### src/rtl/cdb_arbiter_pkg.sv
// Shared Tomasulo back-end types: reservation-station tags, data words, the
// CDB term and the source indices used by the CDB arbiter.
package data_types;

    typedef logic [31:0] word32_t;

    typedef enum logic [3:0] {
        NO_VAL,
        ALU_1, ALU_2, ALU_3, ALU_4,
        MUL_1, MUL_2, MUL_3, MUL_4,
        LS_1,  LS_2,  LS_3,  LS_4
    } rs_tag_t;

    typedef struct packed {
        rs_tag_t tag;
        word32_t val;
    } cdb_t;

    localparam int NUM_CDB_SRC = 3;

    typedef enum logic [1:0] {
        SRC_ALU,
        SRC_MULT,
        SRC_LSU
    } cdb_src_e;

endpackage

### src/rtl/cdb_arbiter_term_fifo.sv
// Per-source CDB term FIFO. The head is read combinationally from the array;
// a push on a full FIFO is only accepted when the same cycle pops.
module cdb_term_fifo
    import data_types::*;
#(
    parameter int DEPTH_POW2 = 2
) (
    input  logic clk_i,
    input  logic reset_ni,
    input  logic push_i,
    input  cdb_t data_i,
    input  logic pop_i,
    output cdb_t head_o,
    output logic empty_o,
    output logic full_o
);

    localparam int DEPTH = 1 << DEPTH_POW2;

    cdb_t                  mem [DEPTH];
    logic [DEPTH_POW2-1:0] wr_ptr_q;
    logic [DEPTH_POW2-1:0] rd_ptr_q;
    logic [DEPTH_POW2:0]   count_q;
    logic                  do_push;
    logic                  do_pop;

    assign empty_o = (count_q == '0);
    assign full_o  = (count_q == (DEPTH_POW2+1)'(DEPTH));
    assign do_pop  = pop_i && !empty_o;
    assign do_push = push_i && (!full_o || do_pop);
    assign head_o  = mem[rd_ptr_q];

    // Storage carries no reset; empty/full come from the control counters.
    always_ff @(posedge clk_i) begin
        if (do_push) begin
            mem[wr_ptr_q] <= data_i;
        end
    end

    always_ff @(posedge clk_i or negedge reset_ni) begin
        if (!reset_ni) begin
            wr_ptr_q <= '0;
            rd_ptr_q <= '0;
            count_q  <= '0;
        end else begin
            if (do_push) begin
                wr_ptr_q <= wr_ptr_q + 1'b1;
            end
            if (do_pop) begin
                rd_ptr_q <= rd_ptr_q + 1'b1;
            end
            case ({do_push, do_pop})
                2'b10:   count_q <= count_q + 1'b1;
                2'b01:   count_q <= count_q - 1'b1;
                default: count_q <= count_q;
            endcase
        end
    end

endmodule

### src/rtl/cdb_arbiter.sv
// Common Data Bus arbiter: buffers one result term per source per cycle and
// broadcasts one buffered term per cycle, round-robin across sources.
module cdb_arbiter
    import data_types::*;
#(
    parameter int NUM_SRC         = NUM_CDB_SRC,
    parameter int FIFO_DEPTH_POW2 = 2
) (
    input  logic               clk_i,
    input  logic               reset_ni,
    input  cdb_t               term_i [NUM_SRC],
    output logic [NUM_SRC-1:0] full_o,
    output cdb_t               cdb_o,
    output logic               overflow_o
);

    localparam int RR_W = (NUM_SRC > 1) ? $clog2(NUM_SRC) : 1;

    cdb_t               head [NUM_SRC];
    logic [NUM_SRC-1:0] empty;
    logic [NUM_SRC-1:0] fifo_full;
    logic [NUM_SRC-1:0] push;
    logic [NUM_SRC-1:0] pop;
    logic [NUM_SRC-1:0] drop;
    logic [RR_W-1:0]    rr_q;
    logic [RR_W-1:0]    cand;
    logic [RR_W-1:0]    gnt_idx;
    logic               gnt_vld;
    cdb_t               cdb_p1;
    logic               overflow_q;

    // Stage p0: per-source FIFOs; a full FIFO still accepts when it is popped.
    for (genvar s = 0; s < NUM_SRC; s++) begin : g_src
        logic term_vld;
        assign term_vld = (term_i[s].tag != NO_VAL);
        assign pop[s]   = gnt_vld && (gnt_idx == RR_W'(s));
        assign push[s]  = term_vld && (!fifo_full[s] || pop[s]);
        assign drop[s]  = term_vld && fifo_full[s] && !pop[s];

        cdb_term_fifo #(
            .DEPTH_POW2(FIFO_DEPTH_POW2)
        ) u_fifo (
            .clk_i   (clk_i),
            .reset_ni(reset_ni),
            .push_i  (push[s]),
            .data_i  (term_i[s]),
            .pop_i   (pop[s]),
            .head_o  (head[s]),
            .empty_o (empty[s]),
            .full_o  (fifo_full[s])
        );
    end

    always_comb begin
        gnt_vld = 1'b0;
        gnt_idx = '0;
        cand    = '0;
        for (int i = 0; i < NUM_SRC; i++) begin
            cand = RR_W'((int'(rr_q) + i) % NUM_SRC);
            if (!gnt_vld && !empty[cand]) begin
                gnt_vld = 1'b1;
                gnt_idx = cand;
            end
        end
    end

    // Stage p1: registered broadcast, round-robin pointer and sticky overflow.
    always_ff @(posedge clk_i or negedge reset_ni) begin
        if (!reset_ni) begin
            cdb_p1     <= '{tag: NO_VAL, val: '0};
            rr_q       <= '0;
            overflow_q <= 1'b0;
        end else begin
            if (gnt_vld) begin
                cdb_p1 <= head[gnt_idx];
                rr_q   <= (gnt_idx == RR_W'(NUM_SRC - 1)) ? '0 : gnt_idx + 1'b1;
            end else begin
                cdb_p1 <= '{tag: NO_VAL, val: '0};
            end
            if (|drop) begin
                overflow_q <= 1'b1;
            end
        end
    end

    assign cdb_o      = cdb_p1;
    assign full_o     = fifo_full;
    assign overflow_o = overflow_q;

endmodule
### config.mk
export PLATFORM = sky130hd
export DESIGN_NAME = cdb_arbiter
export DESIGN_NICKNAME = d
export VERILOG_FILES = /design/src/rtl/cdb_arbiter_pkg.sv /design/src/rtl/cdb_arbiter_term_fifo.sv /design/src/rtl/cdb_arbiter.sv
export SDC_FILE = /design/constraint.sdc
export NUM_CORES = 1
export LEC_CHECK = 0
export CAP_MARGIN = 20
export CORE_MARGIN = 3
export CORE_UTILIZATION = 39
export DETAILED_ROUTE_END_ITERATION = 8
export GPL_TIMING_DRIVEN = 0
export PLACE_DENSITY_LB_ADDON = 0.08
export RECOVER_POWER = 100
export SLEW_MARGIN = 5
export SYNTH_ARGS = -nofsm -noshare
export SYNTH_HDL_FRONTEND = slang
export SYNTH_SLANG_ARGS = --single-unit
### constraint.sdc
create_clock -name clk_i -period 13.3 [get_ports clk_i]
set_clock_uncertainty 0.15 [all_clocks]
set_input_delay 3.325 -clock clk_i [delete_from_list [all_inputs] [get_ports clk_i]]
set_output_delay 3.325 -clock clk_i [all_outputs]
set_load 0.01 [all_outputs]
==> flow_summary.json <==
{
  "grt_first_pass_wirelength_um": 65040,
  "fin_setup_tns_ns": 0,
  "synth.distinct_cells": 53,
  "path_class": "primary input to flip-flop",
  "rows": 80,
  "grt_max_degree": 56,
  "drc": 0,
  "num-nets-final": 1221,
  "synth_seq_area_share": 0.7617,
  "critPathRequiredTime_ns": 13.33,
  "cap_violations": 15,
  "holdPathStages": 1,
  "start_kind": "primary input",
  "final-setup-viol-count": 0,
  "synth_most_common_cell": "edfxtp_1",
  "max-clock-path-buffers": 3,
  "reg2reg_depth": 10,
  "synth_edf_count": 432,
  "die_h_um": 226.7,
  "slew_headroom": -1.343,
  "yosysWarnings": 0,
  "cp-end-kind": "flip-flop",
  "dieArea_mm2": 0.05141,
  "cp_data_arrival_time_ns": 7.16,
  "p_leak_nw": 7.858,
  "tightest_slew_ns": 3.514,
  "instances_no_fill": 1744,
  "finalCriticalPeriod_ns": 7.131,
  "grt-ovfl-total": 0,
  "ios": 150,
  "syn_nets": 1002,
  "max_clock_freq_mhz": 140.2,
  "hpwl_um": 29160,
  "start_util": 0.3963,
  "ctsHtreeMaxLevel": 2,
  "syn_area_mm2": 0.01900,
  "p_per_area_mw_per_mm2": 266.2,
  "synth_top_area_frac": 0.6827,
  "synth_area_leaders": "edfxtp_1, mux4_2, dfrtp_1",
  "cts_buffers": 52,
  "area_growth_syn_to_layout_pct": 20.58,
  "cts.reportedPaths.clkPinSlew_ns": 0.06,
  "p_total_mw": 6.098,
  "insertion_delay_ns": 0.58,
  "viasPerCell": 5.230,
  "fin_crit_sh": 0.5361,
  "core-area_mm2": 0.04795,
  "cts.sinks": 492,
  "cts_root_buf": "clkbuf_16",
  "cts_tree": "done",
  "hold_buffers": 0,
  "placed_cells": 1648,
  "fp.dieW_um": 226.7,
  "drv_slew": 369,
  "drt_iter0_markers": 655,
  "routabilityCongestion": 0.7577,
  "yosys.area.top_type": "edfxtp_1",
  "port-buffer-count": 149,
  "grt_use_total": 0.1755,
  "grt_setup_unrepaired": "false",
  "path_max_fanout": 22,
  "layout-drive-gt1-share": 0.2074,
  "grt_antenna_before_repair": 5,
  "avgSynthCellArea_um2": 21.84,
  "syn_inst": 870,
  "synth.top_cells.by_count": "edfxtp_1, mux4_2, dfrtp_1",
  "hold_class": "flip-flop to flip-flop",
  "routedWlPerCell_um": 25.09,
  "ys.flop_type": "edfxtp_1",
  "worst_hold_slack_ns": 0.3700,
  "postCtsResizedCells": 0,
  "ir_drop_uv": 91.00,
  "violations": "capacitance limit, slew limit",
  "wirelength_um": 43750,
  "postCtsSetupRepairBufs": 0,
  "hold_violations": 0,
  "routed-via-count": 9121,
  "grt_pass1_vias": 9877,
  "synthArstFlopShare": 0.1220,
  "dr.pass1.iters": 4,
  "fillCellCount": 3960,
  "synth_seq_cells": 492,
  "status": "complete, but fails checks",
  "detail-route-antenna-nets": 0
}
[metal layers]
| layer | global-route usage | share of wire | vias up |
|---|---|---|---|
| met5 | 0 | 0.0013 | - |
| met4 | 0.06070 | 0.028 | 8 |
| met2 | 0.2928 | 0.51 | 166 |
| met3 | 0.03094 | 0.040 | 74 |
| met1 | 0.2341 | 0.43 | 4833 |
| li1 | - | - | 4040 |
[cell families (layout without fill, tap and decap cells)]
| group | count (synthesis) | in the layout | synth area share |
|---|---|---|---|
| XOR/XNOR | 17 | 17 | 0.007836 |
| AO/OA/AOI/OAI | 69 | 69 | 0.03174 |
| adder cells (fa/ha/maj) | 22 | 22 | 0.01567 |
| multiplexers | 149 | 149 | 0.1522 |
| flip-flops | 492 | 492 | 0.7617 |
| other | 0 | 1 | 0 |
| buffers and inverters | 59 | 317 | 0.01330 |
| AND/OR/NAND/NOR | 62 | 62 | 0.01758 |
[layout make-up]
class	count	area, um2	area share
diodes	1	2.502	0.0001092
plain buffers	41	181.4	0.007918
clock buffers	74	1424	0.06214
clock inverters	19	180.2	0.007863
inverters	18	67.56	0.002949
multi-input cells	319	4245	0.1853
flip-flops and latches	492	14470	0.6317
well taps	615	769.5	0.03358
repair buffers	165	1569	0.06848
[through the flow]
stage	setup WS, ns	util	area, um2
4_1_cts	7.224	0.4842	23210
5_1_grt	5.845	0.4778	22910
3_3_place_gp	5.006	0.4435	21260
3_5_place_dp	7.211	0.4507	21610
6_report	6.169	0.4779	22910
2_1_floorplan	7.491	-	19000
[final timing paths]
path                                             from                     endpoint  slack, ns
max in group asynchronous                    reset_ni                    cdb_o[20]       6.79
min                        g_src[1].u_fifo.count_q[0]   g_src[1].u_fifo.count_q[0]       0.37
max                                        term_i[69]    g_src[1].u_fifo.mem[0][9]       6.17
min in group asynchronous                    reset_ni  g_src[1].u_fifo.rd_ptr_q[1]       2.52
min reg2reg                g_src[1].u_fifo.count_q[0]   g_src[1].u_fifo.count_q[0]       0.37
max reg2reg                                   rr_q[0]   g_src[0].u_fifo.mem[2][11]       7.39
[worst max-delay path, cell delays in order]
cell	delay [ns]
dlygate4sd3_1	0.67
or4_1	0.18
clkbuf_1	0.31
nand2_1	0.10
nor2_1	1.23
clkbuf_1	1.30
[sequential cells by signal, indices dropped and copies added, names as in the netlist]
name and count:
g_src.u_fifo.rd_ptr_q 6, rr_q 2, g_src.u_fifo.mem 432, g_src.u_fifo.wr_ptr_q 6
overflow_o 1, g_src.u_fifo.count_q 9, cdb_o 36
[where the power goes]
| part | leakage (nW) | switching, mW | internal (mW) |
|---|---|---|---|
| combinational | 2.34 | 1.26 | 0.941 |
| sequential | 4.74 | 0.146 | 2.38 |
| clock | 0.782 | 0.574 | 0.800 |
| total | 7.86 | 1.98 | 4.12 |
[cell usage in the layout (no fill, tap or decap), types with 3 or more instances in the layout]
cell type | synthesis | final
clkbuf_1 | 25 | 59
ha_1 | 19 | 19
a22o_1 | 36 | 36
buf_4 | 6 | 5
xor2_1 | 8 | 8
o21a_1 | 4 | 4
clkbuf_8 | 0 | 4
xnor2_1 | 9 | 9
and3_1 | 3 | 3
clkbuf_16 | 0 | 52
inv_1 | 17 | 17
clkinv_2 | 0 | 7
buf_2 | 7 | 8
a211oi_1 | 3 | 4
and2_0 | 0 | 9
bufinv_16 | 0 | 3
a21o_1 | 3 | 3
mux2_2 | 39 | 35
edfxtp_1 | 432 | 432
dlygate4sd3_1 | 0 | 148
nand2_1 | 14 | 14
nor4_1 | 5 | 5
fa_1 | 3 | 3
nor2_1 | 14 | 14
or4_1 | 3 | 3
mux2_1 | 0 | 4
mux4_2 | 108 | 108
a21oi_1 | 2 | 3
dfrtp_1 | 60 | 60
clkinv_1 | 0 | 6
(Power assumes the default switching activity.)
